File: src/rtl/seven_seg_scanner.sv
// seven_seg_scanner
//   Time-multiplexed driver for an N-digit common-anode seven-segment display.
//   A memory-mapped register writes the digit value, decimal points and
//   per-digit enables through a single-cycle load strobe. The block then
//   scans the digits at a programmable slot rate. A short all-anodes-off
//   window at the start of every slot suppresses ghosting. Leading zeros
//   can optionally be blanked.
//
// Ports
//   clk       system clock
//   n_rst     asynchronous active-low reset
//   load      latch strobe for value_in / dp_in / digit_en
//   value_in  4*NUM_DIGITS hex nibbles, nibble i drives digit i (digit 0 rightmost)
//   dp_in     per-digit decimal point request, active-high
//   digit_en  per-digit enable, active-high
//   blank_lz  leading-zero blanking mode, sampled live (not latched)
//   seg_n     {CA,CB,CC,CD,CE,CF,CG,DP}, active-low, registered
//   an_n      anode selects, active-low, at most one low, registered
module seven_seg_scanner #(
  parameter int NUM_DIGITS   = 8,
  parameter int REFRESH_DIV  = 100000,
  parameter int BLANK_CYCLES = 2
) (
  input  logic                    clk,
  input  logic                    n_rst,
  input  logic                    load,
  input  logic [4*NUM_DIGITS-1:0] value_in,
  input  logic [NUM_DIGITS-1:0]   dp_in,
  input  logic [NUM_DIGITS-1:0]   digit_en,
  input  logic                    blank_lz,
  output logic [7:0]              seg_n,
  output logic [NUM_DIGITS-1:0]   an_n
);

  localparam int CW = $clog2(REFRESH_DIV);
  localparam int IW = (NUM_DIGITS > 1) ? $clog2(NUM_DIGITS) : 1;

  logic [CW-1:0]           cnt_reg;
  logic [IW-1:0]           idx_reg;
  logic [4*NUM_DIGITS-1:0] val_reg;
  logic [NUM_DIGITS-1:0]   dp_reg;
  logic [NUM_DIGITS-1:0]   en_reg;

  logic                    cnt_wrap;
  logic                    idx_wrap;
  logic                    in_blank;
  logic                    lz_blank;
  logic                    lit;
  logic [3:0]              nibble;
  logic [6:0]              glyph;
  logic [NUM_DIGITS-1:0]   upper_zero;
  logic [NUM_DIGITS-1:0]   an_next;
  logic [7:0]              seg_next;

  // Active-high {a,b,c,d,e,f,g} pattern for one hex digit.
  function automatic logic [6:0] hex_glyph(input logic [3:0] h);
    logic [6:0] g;
    g = 7'b0000000;
    case (h)
      4'h0: g = 7'b1111110;
      4'h1: g = 7'b0110000;
      4'h2: g = 7'b1101101;
      4'h3: g = 7'b1111001;
      4'h4: g = 7'b0110011;
      4'h5: g = 7'b1011011;
      4'h6: g = 7'b1011111;
      4'h7: g = 7'b1110000;
      4'h8: g = 7'b1111111;
      4'h9: g = 7'b1111011;
      4'hA: g = 7'b1110111;
      4'hB: g = 7'b0011111;
      4'hC: g = 7'b1001110;
      4'hD: g = 7'b0111101;
      4'hE: g = 7'b1001111;
      4'hF: g = 7'b1000111;
      default: g = 7'b0000000;
    endcase
    return g;
  endfunction

  assign cnt_wrap = (cnt_reg == CW'(REFRESH_DIV - 1));
  assign idx_wrap = (idx_reg == IW'(NUM_DIGITS - 1));

  // Anti-ghosting window at the head of each slot; compiled away when zero.
  generate
    if (BLANK_CYCLES > 0) begin : gen_blank
      assign in_blank = (cnt_reg < CW'(BLANK_CYCLES));
    end else begin : gen_noblank
      assign in_blank = 1'b0;
    end
  endgenerate

  // upper_zero[i]: nibbles i..NUM_DIGITS-1 are all zero. Each bit is
  // computed directly from the shadow value (no ripple chain), so the
  // comparison stays flat.
  generate
    for (genvar gi = 0; gi < NUM_DIGITS; gi++) begin : gen_lz
      assign upper_zero[gi] = ~|val_reg[4*NUM_DIGITS-1:4*gi];
    end
  endgenerate

  // Digit 0 is never blanked, so a value of zero still shows one '0'.
  assign lz_blank = blank_lz && (idx_reg != '0) && upper_zero[idx_reg];
  assign lit      = !in_blank && en_reg[idx_reg] && !lz_blank;

  assign nibble   = val_reg[{idx_reg, 2'b00} +: 4];
  assign glyph    = hex_glyph(nibble);
  assign seg_next = lit ? ~{glyph, dp_reg[idx_reg]} : 8'hFF;

  generate
    for (genvar gi = 0; gi < NUM_DIGITS; gi++) begin : gen_an
      assign an_next[gi] = !(lit && (idx_reg == IW'(gi)));
    end
  endgenerate

  // Outputs are registered from the pre-edge scan state, which gives one
  // cycle of latency. Blanked slots still take their full time, so
  // brightness does not depend on content.
  always_ff @(posedge clk or negedge n_rst) begin
    if (!n_rst) begin
      cnt_reg <= '0;
      idx_reg <= '0;
      val_reg <= '0;
      dp_reg  <= '0;
      en_reg  <= '0;
      seg_n   <= 8'hFF;
      an_n    <= '1;
    end else begin
      if (load) begin
        val_reg <= value_in;
        dp_reg  <= dp_in;
        en_reg  <= digit_en;
      end
      if (cnt_wrap) begin
        cnt_reg <= '0;
        idx_reg <= idx_wrap ? '0 : idx_reg + 1'b1;
      end else begin
        cnt_reg <= cnt_reg + 1'b1;
      end
      seg_n <= seg_next;
      an_n  <= an_next;
    end
  end

endmodule

File: config.mk
export PLATFORM = sky130hd
export DESIGN_NAME = seven_seg_scanner
export DESIGN_NICKNAME = d
export VERILOG_FILES = /design/src/rtl/seven_seg_scanner.sv
export SDC_FILE = /design/constraint.sdc
export NUM_CORES = 1
export LEC_CHECK = 0
export ABC_AREA = 1
export BUFFER_PORTS_ARGS = -buffer_cell sky130_fd_sc_hd__buf_2
export CAP_MARGIN = 10
export CORE_MARGIN = 2
export CORE_UTILIZATION = 40
export CTS_CLUSTER_SIZE = 10
export DETAILED_ROUTE_END_ITERATION = 10
export MAX_ROUTING_LAYER = met4
export PLACE_DENSITY = 0.7
export REMOVE_ABC_BUFFERS = 1
export SETUP_SLACK_MARGIN = 0.3
export SKIP_CTS_REPAIR_TIMING = 1
export SLEW_MARGIN = 30
export SYNTH_ARGS = -nofsm -noshare
export SYNTH_HDL_FRONTEND = slang
export SYNTH_SLANG_ARGS = --single-unit
File: constraint.sdc
create_clock -name clk -period 2.15 [get_ports clk]
set_input_delay 0.1075 -clock clk [delete_from_list [all_inputs] [get_ports clk]]
set_output_delay 0.1075 -clock clk [all_outputs]
set_load 0.01 [all_outputs]
==> results of run 1 <==
-- cells by family after synthesis --
group / after synthesis / share of synthesized area (%)
adder cells (fa/ha/maj): 13 / 3.54
flip-flops: 84 / 46.2
buffers and inverters: 95 / 9.16
AND/OR/NAND/NOR: 286 / 28.9
multiplexers: 14 / 3.43
AO/OA/AOI/OAI: 65 / 7.60
XOR/XNOR: 6 / 1.14
-- path summary, 6_finish.rpt --
kind	startpoint	endpoint	slack [ns]	depth (start not counted)
max	idx_reg[0]$_DFFE_PN0N_	seg_n[2]$_DFF_PN1_	0.36	11
min	value_in[7]	val_reg[7]$_DFFE_PN0P_	-0.02	3
max reg2reg	idx_reg[0]$_DFFE_PN0N_	seg_n[2]$_DFF_PN1_	0.36	11
min reg2reg	cnt_reg[0]$_DFF_PN0_	cnt_reg[0]$_DFF_PN0_	0.46	1
max in group asynchronous	n_rst	an_n[5]$_DFF_PN1_	1.14	3
min in group asynchronous	n_rst	dp_reg[3]$_DFFE_PN0P_	0.34	2
-- through the flow --
step	hold slack (ns)	instance area, um2	instances	worst slack, ns	util [%]
2_1_floorplan	-0.188	4450	541	0.109	-
3_3_place_gp	0.286	5050	762	0.228	44.6
3_5_place_dp	0.293	5050	762	0.173	44.6
4_1_cts	-0.0678	5360	778	0.146	47.3
5_1_grt	0.000113	5760	802	0.227	50.9
6_report	-0.0192	5760	802	0.358	50.9
-- metal layers --
metal	part of all wire (%)	up-vias
li1	-	1986
met1	46	1872
met2	49	106
met3	4.5	11
met4	1.1	0
met5	0	-
-- area by class of cell --
type	instances	area, um2
fill	1103	5560
multi-input combinational	384	2170
sequential	84	2120
timing repair buffer	100	672
inverter	73	289
clock buffer	13	262
tap	143	179
clock inverter	3	43.8
timing repair inverter	2	20.0
-- layout by cell type (no fill, tap or decap), types with 3 or more instances in the layout --
cell,Yosys,routed
buf_6,6,3
ha_4,0,3
dfrtp_1,68,66
nand3_1,51,44
nand2_2,7,8
clkbuf_1,8,3
dlygate4sd3_1,0,10
clkbuf_16,0,11
o21ai_0,47,45
inv_1,71,70
nand2_4,0,4
nor2_1,44,41
xor2_1,6,6
nand3_2,11,18
ha_1,13,8
dfstp_2,16,16
nor3_1,10,10
mux2_2,14,14
buf_2,5,66
nand2_1,138,133
a21oi_1,10,10
o21ai_1,4,6
nor2_2,4,7
buf_4,2,17
nand3b_1,5,5
nand4_1,10,10
-- where the power goes --
part	total [mW]	switching, mW	internal, mW
combinational	0.511	0.302	0.209
clock	1.57	0.595	0.971
sequential	1.76	0.0505	1.70
total	3.83	0.947	2.89
-- tightest hold or removal path: stages --
cell,delay (ns)
buf_2,0.07
nand2_1,0.04
o21ai_0,0.06
==> impl_summary.log, run 1 <==
INFO  metric synthToLayoutAreaGrowth = 25.4%
INFO  metric detail_route.vias_per_cell = 4.96
INFO  metric period_minus_slack = 1.79 ns
INFO  metric largest_register_ffs = 32
INFO  metric cts-buffers-inserted = 9
INFO  metric globalplace.congestion = 0.832
INFO  metric timing.final.max_slew_violations = 0
INFO  metric max_fo_critical_path = 7
INFO  metric hold_violation_count_in_the_final_report = 19
INFO  metric cp_slowest_stage_delay = 0.51 ns
INFO  metric grt_most_used_layer = met2
INFO  metric synth_most_common_cell = nand2_1
INFO  metric ys_seq_area_share = 46.2%
INFO  metric ys_dominant_reg_cell = dfrtp_1
INFO  metric achievable-frequency = 558 MHz
INFO  metric ant_diodes = 0
INFO  metric min_period_over_period = 83.3%
INFO  metric cts.sinks = 84
INFO  metric post-synth-top-area-cell = dfrtp_1
INFO  metric grt_use_met1 = 24.1%
INFO  metric antenna_left = 0
INFO  metric kind_of_launch_point_of_the_worst_setup_path = flop
INFO  metric synth_top_area_share = 37.1%
INFO  metric max_slew_margin = 48.1%
INFO  metric port_buffers = 67
INFO  metric synthTopCellsByCount = 138 x nand2_1, 71 x inv_1, 68 x dfrtp_1, 51 x nand3_1, 47 x o21ai_0
INFO  metric hold_class = primary input to flop
INFO  metric drt_first_pass_iters = 5
INFO  metric grt_usage = 18.8%
INFO  metric hpwlAfterDp = 7970 um
INFO  metric clock_skew = 0.00846 ns
INFO  metric pin_count_of_the_biggest_net_entering_global_routing = 71
INFO  metric syn-instance-count = 563
INFO  metric setup_tns = 0 ns
INFO  metric coreArea = 11300 um2
INFO  metric cts_root_buffer = clkbuf_16
INFO  metric power.leakage = 2.78 nW
INFO  metric final-setup-viol-count = 0
INFO  metric avgRoutedWirePerCell = 13.7 um
INFO  metric drt_iter0_drc = 241
INFO  metric rsz0062_at_grt = yes
INFO  metric maxCapViolations = 0
INFO  metric routed-via-count = 3975
INFO  metric post_cts_clock_slew_at_the_launch_and_capture_registers_of_the_worst_setup_and_hold_paths = 0.06 ns
INFO  metric synthArstFlopShare = 100%
INFO  metric top_level_ports = 68
INFO  metric grt.met3_usage = 3.66%
INFO  metric power_density = 666 nW/um2
INFO  metric timing.critical_path.to_type = flop
INFO  metric die_w = 111 um
INFO  metric die_area = 12400 um2
INFO  metric grt_antenna_before_repair = 0
INFO  metric yosys_register_bits = 84
INFO  metric max-vdd-ir-drop = 294 uV
INFO  metric worstSetupPathType = flop to flop
INFO  metric htree_levels = 3
INFO  metric die_h = 111 um
INFO  metric floorplan.rows = 39
INFO  metric post_synth.cell_area_avg = 8.16 um2
INFO  metric critical_path.top_delay_family = simple AND/OR/NAND/NOR gates
INFO  metric ys_warn_count = 0
INFO  metric count_of_flip_flops_with_a_built_in_enable_after_synthesis = 0
INFO  metric critPathArrivalTime = 2.04 ns
INFO  metric initial_utilization = 40.6%
INFO  metric worst_ep_required_time = 2.40 ns
INFO  metric drc_errors = 0
INFO  metric outcome = finished with violations
INFO  metric violations_in_the_final_reports = negative hold slack
INFO  metric final_net_count = 719
INFO  metric mappedNetlistArea = 4590 um2
INFO  metric critPathSlowestCell = dfrtp_2
INFO  metric fin_hold_ws = -0.0192 ns
INFO  metric synthDistinctLibCells = 33
INFO  metric vias_in_the_first_global_route = 3921
INFO  metric timing.critical_path.cells = buf_8 > nand2_1 > nand3_1 > nand3_2 > nand2_4 > buf_4 > ha_4 > nand3_1 > nand2_1 > nor2_1 > nand3_2
INFO  metric transition_at_the_pin_with_the_smallest_max_transition_slack = 0.779 ns
INFO  metric critPathBufInv = 2
INFO  metric gr-usage-met2 = 30.8%
INFO  metric proportion_of_layout_cells_with_a_drive_suffix_above_1 = 28.4%
INFO  metric clkLatencyLatePin = 0.34 ns
INFO  metric grt_overflow = 0
INFO  metric grt_first_pass_wirelength = 18600 um
INFO  metric cts.path.max_buffers = 2
INFO  metric finalWirelength = 11000 um
INFO  metric leading_cell_types_by_total_area_after_synthesis = dfrtp_1 37%, nand2_1 11%, dfstp_2 9.2%
INFO  metric tritoncts = built
INFO  metric totalPowerFinal = 3.83 mW
Power figures use the tool's default switching activity.
==> inputs of run 2 (changes only) <==
--- a/config.mk
+++ b/config.mk
@@ -5,7 +5,7 @@
 export SDC_FILE = /design/constraint.sdc
 export NUM_CORES = 1
 export LEC_CHECK = 0
-export ABC_AREA = 1
+export ABC_AREA = 0
 export BUFFER_PORTS_ARGS = -buffer_cell sky130_fd_sc_hd__buf_2
 export CAP_MARGIN = 10
 export CORE_MARGIN = 2
@@ -13,7 +13,7 @@
 export CTS_CLUSTER_SIZE = 10
 export DETAILED_ROUTE_END_ITERATION = 10
 export MAX_ROUTING_LAYER = met4
-export PLACE_DENSITY = 0.7
+export PLACE_DENSITY = 0.73
 export REMOVE_ABC_BUFFERS = 1
 export SETUP_SLACK_MARGIN = 0.3
 export SKIP_CTS_REPAIR_TIMING = 1
==> constraint.sdc (replaced) <==
create_clock -name clk -period 1.6 [get_ports clk]
set_input_delay 0.08 -clock clk [delete_from_list [all_inputs] [get_ports clk]]
set_output_delay 0.08 -clock clk [all_outputs]
set_load 0.01 [all_outputs]
==> impl_summary.log, run 2 <==
INFO  metric antenna_left = 0
INFO  metric tritoncts = built
INFO  metric setup.worst_path.end = seg_n[1]$_DFF_PN1_
INFO  metric detail_route.vias_per_cell = 4.98
INFO  metric leading_cell_types_by_total_area_after_synthesis = dfrtp_1 42%, mux2_2 14%, dfstp_2 10%
INFO  metric grt_usage = 17.6%
INFO  metric post_synth.cell_area_avg = 13.1 um2
INFO  metric design_area = 6130 um2
INFO  metric largest_register_ffs = 32
INFO  metric pin_count_of_the_biggest_net_entering_global_routing = 85
INFO  metric count_of_flip_flops_with_a_built_in_enable_after_synthesis = 0
INFO  metric floorplan.rows = 36
INFO  metric min_period_over_period = 130%
INFO  metric power.leakage = 2.74 nW
INFO  metric synthToLayoutAreaGrowth = 52.8%
INFO  metric worstSetupPathType = flop to flop
INFO  metric die_h = 104 um
INFO  metric ys_seq_area_share = 52.9%
INFO  metric clkLatencyLatePin = 0.37 ns
INFO  metric dpl-instance-area = 4960 um2
INFO  metric port_buffers = 67
INFO  metric setup_tns = -6.53 ns
INFO  metric ys_warn_count = 0
INFO  metric final_net_count = 571
INFO  metric globalplace.congestion = 0.838
INFO  metric timing.critical_path.to_type = flop
INFO  metric critPathArrivalTime = 2.37 ns
INFO  metric achievable-frequency = 480 MHz
INFO  metric post-synth-top-area-cell = dfrtp_1
INFO  metric final-setup-viol-count = 21
INFO  metric coreArea = 9770 um2
INFO  metric layout_commonest_cell = buf_4
INFO  metric pwr-share-seq = 48.0%
INFO  metric transition_at_the_pin_with_the_smallest_max_transition_slack = 0.440 ns
INFO  metric maxCapViolations = 0
INFO  metric max_fo_critical_path = 5
INFO  metric max_slew_margin = 70.7%
INFO  metric grt_overflow = 0
INFO  metric cts.path.max_buffers = 2
INFO  metric timing.final.max_slew_violations = 0
INFO  metric violations_in_the_final_reports = negative setup slack
INFO  metric initial_utilization = 41.0%
INFO  metric rsz0062_at_grt = yes
INFO  metric clock_skew = 0.00911 ns
INFO  metric worst_ep_required_time = 1.89 ns
INFO  metric hold_class = primary input to async pin
INFO  metric yosys_register_bits = 84
INFO  metric htree_levels = 3
INFO  metric outcome = finished with violations
INFO  metric synth_top_area_share = 42.4%
INFO  metric reg2reg_depth = 8
INFO  metric synth_most_common_cell = dfrtp_1
INFO  metric max-vdd-ir-drop = 732 uV
INFO  metric post_cts_clock_slew_at_the_launch_and_capture_registers_of_the_worst_setup_and_hold_paths = 0.08 ns
INFO  metric p_clk_share = 36.8%
INFO  metric postLayoutSetupSlackWorst = -0.485 ns
INFO  metric vias_in_the_first_global_route = 2955
INFO  metric cts_root_buffer = clkbuf_8
INFO  metric hpwlAfterDp = 6430 um
INFO  metric synthTopCellsByCount = 68 x dfrtp_1, 50 x mux2_2, 22 x nand2_1, 18 x nor2_1
INFO  metric switching_power_as_a_share_of_total_power = 23.8%
INFO  metric finalWirelength = 10400 um
INFO  metric critical_path.startpoint = idx_reg[1]$_DFFE_PN0N_
INFO  metric power_density = 822 nW/um2
INFO  metric power.switching = 1.20 mW
INFO  metric routed-via-count = 3205
INFO  metric ys_dominant_reg_cell = dfrtp_1
INFO  metric share_comb_of_total_power = 15.3%
INFO  metric proportion_of_layout_cells_with_a_drive_suffix_above_1 = 55.2%
INFO  metric die_area = 10800 um2
INFO  metric layout.cells.most_common_list = 76 x buf_4, 66 x dfrtp_1, 66 x buf_2, 49 x mux2_2, 49 x dlygate4sd3_1
INFO  metric syn-instance-count = 305
INFO  metric avgRoutedWirePerCell = 16.2 um
INFO  metric synthArstFlopShare = 100%
INFO  metric top_level_ports = 68
INFO  metric cts-buffers-inserted = 9
INFO  metric drt_first_pass_iters = 5
INFO  metric cts.sinks = 84
INFO  metric drc_errors = 0
INFO  metric timing.rr.start = idx_reg[1]$_DFFE_PN0N_
INFO  metric worst_r2r_endpoint = seg_n[1]$_DFF_PN1_
INFO  metric grt_antenna_before_repair = 0
INFO  metric synthDistinctLibCells = 41
INFO  metric mappedNetlistArea = 4010 um2
INFO  metric drt_iter0_drc = 208
INFO  metric die_w = 104 um
INFO  metric hold_violation_count_in_the_final_report = 0
INFO  metric intPower = 3.84 mW
INFO  metric kind_of_launch_point_of_the_worst_setup_path = flop
INFO  metric ant_diodes = 0
INFO  metric period_minus_slack = 2.08 ns
INFO  metric grt_first_pass_wirelength = 14500 um
INFO  metric worst-r2r-setup-slack = -0.48 ns
==> run 2: kinds of logic after synthesis <==
family / after synthesis / share of synthesized area, %
adders and majority gates: 13 / 4.06
and+or+nand+nor: 84 / 10.0
AOI/OAI and AO/OA: 16 / 3.03
DFF: 84 / 52.9
buffers and inverters: 22 / 2.84
muxes: 71 / 23.9
xor gates and xnor gates: 15 / 3.28
==> run 2: per-layer routing <==
layer	share of wire (%)	track usage [%]
met3	4.3	4.89
met1	43	22.3
met2	50	26.1
met5	0	-
met4	2.5	8.49
==> run 2: worst max-delay path, stage by stage, from the launching register on <==
cell and delay, ns:
dfrtp_2 0.40, buf_12 0.13, mux4_2 0.49, mux2i_1 0.21
inv_1 0.13, ha_4 0.19, mux2_2 0.27, a22oi_2 0.11
nand2_1 0.07
==> run 2: how the worst min path moves through the flow <==
stage / start / to / slack (ns) / cells past startpoint
6_report: n_rst / cnt_reg[13]$_DFF_PN0_ / 0.27 / 3
3_5_place_dp: n_rst / cnt_reg[13]$_DFF_PN0_ / 0.15 / 2
5_1_grt: load / val_reg[1]$_DFFE_PN0P_ / 0.29 / 3
3_3_place_gp: n_rst / cnt_reg[13]$_DFF_PN0_ / 0.14 / 2
2_1_floorplan: n_rst / cnt_reg[0]$_DFF_PN0_ / -0.22 / 0
4_1_cts: n_rst / en_reg[7]$_DFFE_PN0P_ / -0.25 / 2
==> run 2: power groups by stage <==
stage                     combinational [mW]  clock, mW  sequential, mW
after CTS                              0.620       1.87            2.40
after global placement                 0.596          0            2.43
after floorplan                        0.292          0            2.42
after detailed placement               0.617          0            2.43
final                                  0.769       1.85            2.41
after global routing                   0.837       1.96            2.43
==> run 2: cell type report <==
type / count / area [um2]
Inverter: 9 / 33.8
Clock buffer: 12 / 145
Tap cell: 133 / 166
Clock inverter: 4 / 98.8
Sequential cell: 84 / 2120
Timing Repair Buffer: 203 / 1550
Multi-Input combinational cell: 199 / 2000
Fill cell: 719 / 3650
==> run 2: metrics by stage <==
stage	power, mW	worst slack (ns)	utilization, %	hold slack (ns)	instances
floorplan	2.71	-0.913	-	-0.216	292
global placement	3.03	-0.655	50.8	0.144	559
detailed placement	3.05	-0.747	50.8	0.147	559
CTS	4.89	-0.770	53.3	-0.250	575
global route	5.22	-0.618	62.7	0.294	644
finish	5.03	-0.485	62.7	0.272	644
==> inputs of run 3 (changes only) <==
==> constraint.sdc (replaced) <==
create_clock -name clk -period 1.6 [get_ports clk]
set_input_delay 0.08 -clock clk [delete_from_list [all_inputs] [get_ports clk]]
set_output_delay 0.08 -clock clk [all_outputs]
set_load 0.1 [all_outputs]
==> impl_summary.log, run 3 (synthesis results as in run 2) <==
INFO  metric outcome = finished with violations
INFO  metric violations_in_the_final_reports = negative setup slack
INFO  metric design_area = 6170 um2
INFO  metric antenna_left = 0
INFO  metric min_period_over_period = 130%
INFO  metric top_level_ports = 68
INFO  metric drt_first_pass_iters = 4
INFO  metric worst_ep_required_time = 1.89 ns
INFO  metric grt_antenna_before_repair = 0
INFO  metric dpl-instance-area = 4960 um2
INFO  metric tritoncts = built
INFO  metric timing.critical_path.to_type = flop
INFO  metric ant_diodes = 0
INFO  metric period_minus_slack = 2.08 ns
INFO  metric kind_of_launch_point_of_the_worst_setup_path = flop
INFO  metric grt_usage = 17.6%
INFO  metric cts-buffers-inserted = 9
INFO  metric pin_count_of_the_biggest_net_entering_global_routing = 85
INFO  metric port_buffers = 67
INFO  metric routed-via-count = 3188
INFO  metric avgRoutedWirePerCell = 15.8 um
INFO  metric globalplace.congestion = 0.838
INFO  metric die_h = 104 um
INFO  metric initial_utilization = 41.0%
INFO  metric coreArea = 9770 um2
INFO  metric cts.path.max_buffers = 2
INFO  metric htree_levels = 3
INFO  metric layout.cells.most_common_list = 90 x buf_4, 66 x dfrtp_1, 50 x buf_2, 49 x mux2_2, 49 x dlygate4sd3_1
INFO  metric proportion_of_layout_cells_with_a_drive_suffix_above_1 = 55.2%
INFO  metric transition_at_the_pin_with_the_smallest_max_transition_slack = 0.457 ns
INFO  metric final_net_count = 571
INFO  metric clock_skew = 0.0115 ns
INFO  metric post_cts_clock_slew_at_the_launch_and_capture_registers_of_the_worst_setup_and_hold_paths = 0.08 ns
INFO  metric floorplan.rows = 36
INFO  metric layout_commonest_cell = buf_4
INFO  metric max_slew_margin = 69.5%
INFO  metric max-vdd-ir-drop = 657 uV
INFO  metric final-setup-viol-count = 20
INFO  metric power.leakage = 2.77 nW
INFO  metric max_fo_critical_path = 5
INFO  metric multiInputGateArea = 2000 um2
INFO  metric timing.final.max_slew_violations = 0
INFO  metric detail_route.vias_per_cell = 4.95
INFO  metric grt_first_pass_wirelength = 14500 um
INFO  metric clkLatencyLatePin = 0.38 ns
INFO  metric layout.area.seq = 2120 um2
INFO  metric cts_root_buffer = clkbuf_8
INFO  metric hold_violation_count_in_the_final_report = 0
INFO  metric grt_overflow = 0
INFO  metric critPathArrivalTime = 2.37 ns
INFO  metric synthToLayoutAreaGrowth = 53.9%
INFO  metric setup_tns = -6.64 ns
INFO  metric die_area = 10800 um2
INFO  metric rsz0062_at_grt = yes
INFO  metric power_density = 855 nW/um2
INFO  metric fin_hold_ws = 0.258 ns
INFO  metric achievable-frequency = 480 MHz
INFO  metric maxCapViolations = 0
INFO  metric layout.filler_cells = 714
INFO  metric largest_register_ffs = 32
INFO  metric cts.sinks = 84
INFO  metric finalWirelength = 10200 um
INFO  metric hold_class = primary input to async pin
INFO  metric drt_iter0_drc = 110
INFO  metric drc_errors = 0
INFO  metric vias_in_the_first_global_route = 2955
INFO  metric die_w = 104 um
INFO  metric postLayoutSetupSlackWorst = -0.483 ns
INFO  metric worstSetupPathType = flop to flop
INFO  metric hpwlAfterDp = 6430 um
[run 3: changes by cell type in the layout (fill, tap and decap cells not counted)]
cell,previous run,this run
buf_6,9,11
buf_4,76,90
buf_2,66,50
[run 3: final timing paths]
kind	startpoint	end	slack [ns]	cells past startpoint
setup / recovery	idx_reg[1]$_DFFE_PN0N_	seg_n[1]$_DFF_PN1_	-0.48	8
hold / removal	n_rst	cnt_reg[13]$_DFF_PN0_	0.26	3
setup reg to reg	idx_reg[1]$_DFFE_PN0N_	seg_n[1]$_DFF_PN1_	-0.48	8
hold reg to reg	en_reg[7]$_DFFE_PN0P_	en_reg[7]$_DFFE_PN0P_	0.50	1
max in group asynchronous	n_rst	seg_n[0]$_DFF_PN1_	0.94	3
min in group clk	load	val_reg[17]$_DFFE_PN0P_	0.28	3
[run 3: final cells by class]
| cell class | count | area share, % |
|---|---|---|
| Clock buffer | 12 | 2.35 |
| Multi-Input combinational cell | 199 | 32.5 |
| Timing Repair Buffer | 203 | 25.9 |
| Inverter | 9 | 0.547 |
| Clock inverter | 4 | 1.60 |
| Tap cell | 133 | 2.70 |
| Sequential cell | 84 | 34.4 |
[run 3: report_power, final]
| group | leakage (nW) | total [mW] | internal, mW | switching (mW) |
|---|---|---|---|---|
| combinational | 1.66 | 1.01 | 0.475 | 0.533 |
| clock | 0.121 | 1.86 | 1.08 | 0.771 |
| sequential | 0.991 | 2.41 | 2.30 | 0.116 |
[run 3: routing by layer]
metal	vias up	wire [um]	track usage, %	part of all wire (%)
li1	1509	-	-	-
met1	1567	4430	22.3	44
met2	96	5120	26.1	50
met3	16	403	4.89	4.0
met4	0	211	8.49	2.1
met5	-	0	-	0
[run 3: stage by stage]
| stage | std cells | worst slack [ns] | power (mW) | util (%) |
|---|---|---|---|---|
| after global placement | 559 | -0.655 | 3.25 | 50.8 |
| after floorplan | 292 | -0.913 | 2.94 | - |
| after global routing | 644 | -0.592 | 5.48 | 63.2 |
| after CTS | 575 | -0.770 | 5.12 | 53.3 |
| after detailed placement | 559 | -0.747 | 3.28 | 50.8 |
| final | 644 | -0.483 | 5.28 | 63.2 |
[run 3: worst max-delay path, stage by stage, from the launching register on]
cell,delay [ns]
dfrtp_2,0.40
buf_12,0.13
mux4_2,0.49
mux2i_1,0.21
inv_1,0.12
ha_4,0.18
mux2_2,0.27
a22oi_2,0.12
nand2_1,0.08
